**config.mk**
```make
export PLATFORM = sky130hd
export DESIGN_NAME = cla_addsub_pipe
export DESIGN_NICKNAME = d
export VERILOG_FILES = /design/src/rtl/cla_addsub_pipe.sv
export SDC_FILE = /design/constraint.sdc
export NUM_CORES = 1
export LEC_CHECK = 0
export CAP_MARGIN = 20
export CORE_ASPECT_RATIO = 0.75
export CORE_UTILIZATION = 29
export CTS_CLUSTER_DIAMETER = 120
export DETAILED_ROUTE_END_ITERATION = 8
export PLACE_DENSITY_LB_ADDON = 0.1
export SKIP_LAST_GASP = 1
export SLEW_MARGIN = 20
export SYNTH_ARGS = -nofsm -noshare
export SYNTH_HDL_FRONTEND = slang
export SYNTH_SLANG_ARGS = --single-unit
```
**constraint.sdc**
```tcl
create_clock -name clk -period 9.1 [get_ports clk]
set_input_delay 0.91 -clock clk [delete_from_list [all_inputs] [get_ports clk]]
set_output_delay 0.91 -clock clk [all_outputs]
set_load 0.01 [all_outputs]
```
**src/rtl/cla_addsub_pipe.sv**
```systemverilog
// ============================================================================
// Module   : cla_addsub_pipe
// Brief    : Two-stage pipelined carry-lookahead adder/subtractor with
//            elastic valid/ready handshake on both sides.
// Revision : 1.0
// ============================================================================
`default_nettype none

module cla_addsub_pipe #(
    parameter int WIDTH = 32,
    parameter int GROUP = 4
) (
    input  logic             clk,
    input  logic             rst,
    input  logic             in_valid,
    output logic             in_ready,
    input  logic [WIDTH-1:0] a,
    input  logic [WIDTH-1:0] b,
    input  logic             sub,
    output logic             out_valid,
    input  logic             out_ready,
    output logic [WIDTH-1:0] sum,
    output logic             cout,
    output logic             ovf,
    output logic             zero
);

    localparam int C_NGRP = WIDTH / GROUP;

    // Stage 1 registers
    logic              s1_valid_q;
    logic [WIDTH-1:0]  p_q, g_q;
    logic [C_NGRP-1:0] gg_q, pp_q;
    logic              cin_q, a_msb_q, bb_msb_q;

    // Stage 1 next-state
    logic [WIDTH-1:0]  bb_d, p_d, g_d;
    logic [C_NGRP-1:0] gg_d, pp_d;

    // Stage 2 next-state and carry network
    logic [C_NGRP:0]   grp_c;
    logic [WIDTH:0]    bit_c;
    logic [WIDTH-1:0]  sum_d;
    logic              ovf_d;

    logic              s2_adv;

    assign s2_adv   = s1_valid_q & (~out_valid | out_ready);
    assign in_ready = ~s1_valid_q | s2_adv;

    assign bb_d = sub ? ~b : b;
    assign p_d  = a ^ bb_d;
    assign g_d  = a & bb_d;

    // Group generate folds from LSB upward: GG = g[n] | p[n] & GG(below)
    always_comb begin
        gg_d = '0;
        pp_d = '0;
        for (int k = 0; k < C_NGRP; k++) begin
            for (int j = 0; j < GROUP; j++) begin
                gg_d[k] = g_d[k*GROUP+j] | (p_d[k*GROUP+j] & gg_d[k]);
            end
            pp_d[k] = &p_d[k*GROUP +: GROUP];
        end
    end

    always_ff @(posedge clk) begin
        if (rst) begin
            s1_valid_q <= 1'b0;
            p_q        <= '0;
            g_q        <= '0;
            gg_q       <= '0;
            pp_q       <= '0;
            cin_q      <= 1'b0;
            a_msb_q    <= 1'b0;
            bb_msb_q   <= 1'b0;
        end else if (in_ready) begin
            s1_valid_q <= in_valid;
            if (in_valid) begin
                p_q      <= p_d;
                g_q      <= g_d;
                gg_q     <= gg_d;
                pp_q     <= pp_d;
                cin_q    <= sub;
                a_msb_q  <= a[WIDTH-1];
                bb_msb_q <= bb_d[WIDTH-1];
            end
        end
    end

    // Group carries by lookahead, then bit carries seeded from each group carry
    always_comb begin
        grp_c    = '0;
        bit_c    = '0;
        grp_c[0] = cin_q;
        for (int k = 0; k < C_NGRP; k++) begin
            grp_c[k+1] = gg_q[k] | (pp_q[k] & grp_c[k]);
        end
        for (int k = 0; k < C_NGRP; k++) begin
            bit_c[k*GROUP] = grp_c[k];
            for (int j = 0; j < GROUP - 1; j++) begin
                bit_c[k*GROUP+j+1] = g_q[k*GROUP+j] | (p_q[k*GROUP+j] & bit_c[k*GROUP+j]);
            end
        end
        bit_c[WIDTH] = grp_c[C_NGRP];
    end

    assign sum_d = p_q ^ bit_c[WIDTH-1:0];
    assign ovf_d = (a_msb_q == bb_msb_q) & (sum_d[WIDTH-1] != a_msb_q);

    always_ff @(posedge clk) begin
        if (rst) begin
            out_valid <= 1'b0;
            sum       <= '0;
            cout      <= 1'b0;
            ovf       <= 1'b0;
            zero      <= 1'b0;
        end else if (s2_adv) begin
            out_valid <= 1'b1;
            sum       <= sum_d;
            cout      <= bit_c[WIDTH];
            ovf       <= ovf_d;
            zero      <= ~|sum_d;
        end else if (out_ready) begin
            out_valid <= 1'b0;
        end
    end

endmodule

`default_nettype wire

```
Word-level counts from Yosys, hierarchy flattened
Cells that the tools add are included.
{"block": "classes", "shifts": 0, "eq_ne": 2, "addsub": 0, "mul": 0, "muxes": 3, "reduce_logical": 12, "bitwise": 122, "n_div": 0, "order_cmp": 0}
{"cell": "bitwise XOR 32 bit", "count": 2}
{"cell": "AND 1 bit", "count": 58}
{"cell": "OR 1 bit", "count": 58}
{"cell": "AND 32 bit", "count": 1}
{"cell": "two-way mux 32 bit", "count": 1}
{"cell": "inverter 32 bit", "count": 1}
{"cell": "AND reduction 4 bit", "count": 8}
{"cell": "OR reduction 32 bit", "count": 1}
{"cell": "two-way mux 1 bit", "count": 2}
{"cell": "inverter 1 bit", "count": 2}
{"cell": "AND reduction 2 bit", "count": 1}
{"cell": "nonzero test 2 bit", "count": 1}
{"cell": "== test 1 bit", "count": 1}
{"cell": "logical NOT 1 bit", "count": 1}
{"cell": "!= test 1 bit", "count": 1}
{"block": "word_totals", "latch_bits": 0, "inputBits": 69, "memories": 0, "wordCells": 152, "ramBits": 0, "out_inout_bits": 37, "register_bits": 119, "romBits": 0}

Logic depth before layout (Yosys ltp)
{"block": "logic_depth", "word_depth": 23, "depth_mapped": 13, "depth_no_buf": 13}

Worst setup path before layout
No wires, ideal clock.
{"block": "synth_path", "kind": "flip-flop to flip-flop", "from": "register pp_q[0]", "to": "register zero", "required_ns": 9.004, "setup_slack_ns": 5.914, "period_less_slack_ns": 3.186, "path_stages_with_launch": 14, "setup_time_ns": 0.096, "arrival_ns": 3.091, "n_path_buf": 0, "cell_sequence": "dfxtp_1 > a211o_1 > a21o_1 > a21o_1 > a21o_1 > ha_1 > or2_2 > ha_1 > or2_2 > ha_1 > nor2_1 > xnor2_1 > or4_4 > o41ai_2"}
{"block": "synth_between", "elab_chain_len": 23, "elab_cells_between_ends": 59, "classes_between": "bitwise: 57; reduce/logical: 2"}
{"element": "from (decl)", "line_no": "33", "source": "logic [C_NGRP-1:0] gg_q, pp_q;"}
{"element": "from (signal assigned)", "line_no": "83", "source": "pp_q <= pp_d;"}
{"element": "AND 1 bit *", "line_no": "97", "source": "grp_c[k+1] = gg_q[k] | (pp_q[k] & grp_c[k]);"}
{"element": "OR 1 bit *", "line_no": "97"}
{"element": "AND 1 bit", "line_no": "97"}
{"element": "OR 1 bit", "line_no": "97"}
{"element": "AND 1 bit", "line_no": "97"}
{"element": "OR 1 bit", "line_no": "97"}
{"element": "AND 1 bit", "line_no": "97"}
{"element": "OR 1 bit", "line_no": "97"}
{"element": "[7 not listed]"}
{"element": "OR 1 bit", "line_no": "102", "source": "bit_c[k*GROUP+j+1] = g_q[k*GROUP+j] | (p_q[k*GROUP+j] & bit_c[k*GROUP+j]);"}
{"element": "AND 1 bit", "line_no": "102"}
{"element": "OR 1 bit", "line_no": "102"}
{"element": "AND 1 bit", "line_no": "102"}
{"element": "OR 1 bit", "line_no": "102"}
{"element": "bitwise XOR 32 bit *", "line_no": "108", "source": "assign sum_d = p_q ^ bit_c[WIDTH-1:0];"}
{"element": "OR reduction 32 bit *", "line_no": "123", "source": "zero <= ~|sum_d;"}
{"element": "logical NOT 1 bit *", "line_no": "123"}
{"element": "to (signal assigned)", "line_no": "123"}
{"element": "to (decl)", "line_no": "25", "source": "output logic zero"}
Every way passes the cells marked *; elsewhere a longest branch is shown, timed or not.
A chain may end at the register's enable or synchronous reset.

Worst setup path after layout
Same ends and word-level chain as after synthesis.

==> results_dict.tcl <==
set metrics [dict create \
    rsz0062_at_grt "no" \
    fin_skew_ns 0.00853 \
    hold_viol 0 \
    multi_input_area_um2 3050 \
    ff2ff_path_depth 13 \
    grt_overflow 0 \
    synth_top_area_share_pct 41.1 \
    portBuffers 105 \
    cp_max_fo 3 \
    cts.sinks 112 \
    grt_first_pass_wirelength_um 24000 \
    synthToLayoutAreaGrowth_pct 27.9 \
    setup_viol 0 \
    worstMarginPinSlew_ns 0.950 \
    wl_um 15100 \
    place_area_um2 6670 \
    cts_inserted_buffers 9 \
    ys_warn_count 0 \
    ant_nets 0 \
    start_util_pct 29.6 \
    synth_area_per_cell_um2 8.14 \
    synth.mux.area_fraction_pct 0 \
    antenna_cells 0 \
    syn_nets 796 \
    synthAdderAreaFrac_pct 12.8 \
    ctsRootBufferMaster "clkbuf_16" \
    fp.coreArea_um2 18500 \
    synth_top_family_by_area "simple AND/OR/NAND/NOR gates" \
    reg2reg_slack_ns 5.69 \
    cp.arrival_ns 3.68 \
    seq_area_frac_synth_pct 41.1 \
    synth_common_cells "202 x nand2_1, 112 x dfxtp_1, 109 x a21oi_1" \
    hold_buffers 0 \
    synth_edf_count 0 \
    worstSetupEndpoint "zero" \
    vias_per_cell 4.64 \
    htree_levels 3 \
    p_per_area_nw_per_um2 170 \
    status "finished, final reports clean" \
    startpoint "pp_q[0]" \
    synthArstFlopShare_pct 0 \
    finalCriticalPeriod_ns 3.41 \
    drt_drc_violations_left 0 \
    cts.clk_slew.worst_paths_ns 0.07 \
    antenna_found_initial 0 \
    total_power_uw 1190 \
    clockBufferDepth 2 \
    die_w_um 160 \
    cts_setup_buffers 0 \
    rows 43 \
    maxCapViolCount 0 \
    hp-class "flip-flop to flip-flop" \
    reg2reg_to "zero" \
    fmax_mhz 293 \
    seqCellArea_um2 2240 \
    synth_xor_area_share_pct 6.41 \
    drv_slew 0 \
    grt_pass1_vias 4363 \
    first_pass_iters 4 \
    die_area_um2 19400 \
    synthTopCellsByArea "dfxtp_1 41%, nand2_1 14%, ha_1 13%, a21oi_1 10%, xor2_1 5.1%" \
    synth-simple-area-share_pct 22.0 \
    ioPinCount 106 \
    synth.most_common_cell "nand2_1" \
    dp_hpwl_um 11100 \
    wire_per_inst_um 15.1 \
    post-route-period-util_pct 37.5 \
    endpoint_kind "flip-flop" \
    nets 875 \
    grt_usage_pct 16.2 \
    place.gp.congestion 0.820 \
    first_iter_violations 277 \
    vdd_drop_max_mv 0.0739 \
    final_area_um2 6980 \
    crit_type "flip-flop to flip-flop" \
    post_cts_resized 0 \
    synth_cell_types 32 \
    nFillCells 1932 \
    synth_compound_area_share_pct 14.5 \
    clkLatencyLatePin_ns 0.36 \
    ys.flop_type "dfxtp_1" \
    ys_seq_elements 112 \
    rr_startpoint "pp_q[0]" \
    synth_area_um2 5460 \
    drive_gt1_share_pct 5.70 \
    setup_tns_ns 0 \
    critPathRequiredTime_ns 9.37 \
    grt_max_degree 114 \
    vias 4649 \
    critPathLaunchType "flip-flop" \
    die_y_um 121 \
    post_synth_inst_count 671 \
    power.leakage_uw 0.00281 \
    synth_top_cell_by_area "dfxtp_1" \
    cts_tree "built" \
    max_slew_margin_pct 36.6 \
]
worst min path at each step:
stage	slack, ns	cells after the start	end	from
floorplan	0.43	2	pp_q[5]	pp_q[5]
global placement	0.44	2	g_q[12]	g_q[12]
detailed placement	0.44	2	g_q[9]	g_q[9]
CTS	0.45	2	g_q[9]	g_q[9]
global route	0.47	2	g_q[9]	g_q[9]
finish	0.45	2	g_q[9]	g_q[9]
layout make-up:
class	count	share of cell area, %
repair buffers	108	15.3
inverters	2	0.108
clock buffers	12	3.82
clock inverters	3	0.573
multi-input cells	517	43.6
well taps	247	4.43
flip-flops and latches	112	32.1
worst max-delay path, cell delays in order (launching register included):
cell and delay [ns]:
dfxtp_1 0.33, a211o_1 0.33, a21o_1 0.19, a21o_1 0.20, a21o_1 0.21, ha_1 0.18, or2_2 0.27, ha_1 0.17
or2_2 0.27, ha_1 0.18, nor2_1 0.12, xnor2_1 0.10, or4_4 0.52, o41ai_2 0.27
metal layers:
metal	vias to the layer above	track usage, %	wire length, um
met5	-	0	0
met3	11	3.70	679
met2	94	22.7	6090
met1	2138	24.3	8140
li1	2406	-	-
met4	0	4.17	169
placed cells by master (no fill, tap or decap), types with 10 or more instances in the layout:
cell,instances
xor2_1,32
dfxtp_1,112
ha_1,56
nor2_1,27
clkdlybuf4s50_1,103
or2_2,16
a211oi_1,10
a21oi_1,109
nand2_1,200
state kept, by name, summed over array words and instances (netlist names):
name and cells:
a_msb_q 1, cin_q 1, out_valid 1, ovf 1, zero 1, bb_msb_q 1
p_q 32, gg_q 8, sum 32, g_q 24, s1_valid_q 1, cout 1
pp_q 8
through the flow:
stage / worst slack (ns) / utilization, % / hold slack, ns / std cells
after floorplan: 5.91 / - / 0.428 / 671
after global placement: 5.75 / 36.1 / 0.442 / 986
after detailed placement: 5.67 / 36.2 / 0.442 / 986
after CTS: 5.67 / 37.8 / 0.453 / 1001
after global routing: 5.52 / 37.8 / 0.469 / 1001
final: 5.69 / 37.8 / 0.451 / 1001
kinds of logic (layout without fill, tap and decap cells):
logic type / after synthesis / in the layout
adders and majority gates: 56 / 56
buffers and inverters: 42 / 125
AOI/OAI and AO/OA: 142 / 142
and+or+nand+nor: 279 / 279
xor gates and xnor gates: 40 / 40
DFF: 112 / 112
power by group:
part	total [uW]	internal (uW)	switching, uW
sequential	542	521	21.0
combinational	237	111	126
clock	412	234	178
Note: power is estimated with default switching activity, not from simulation.
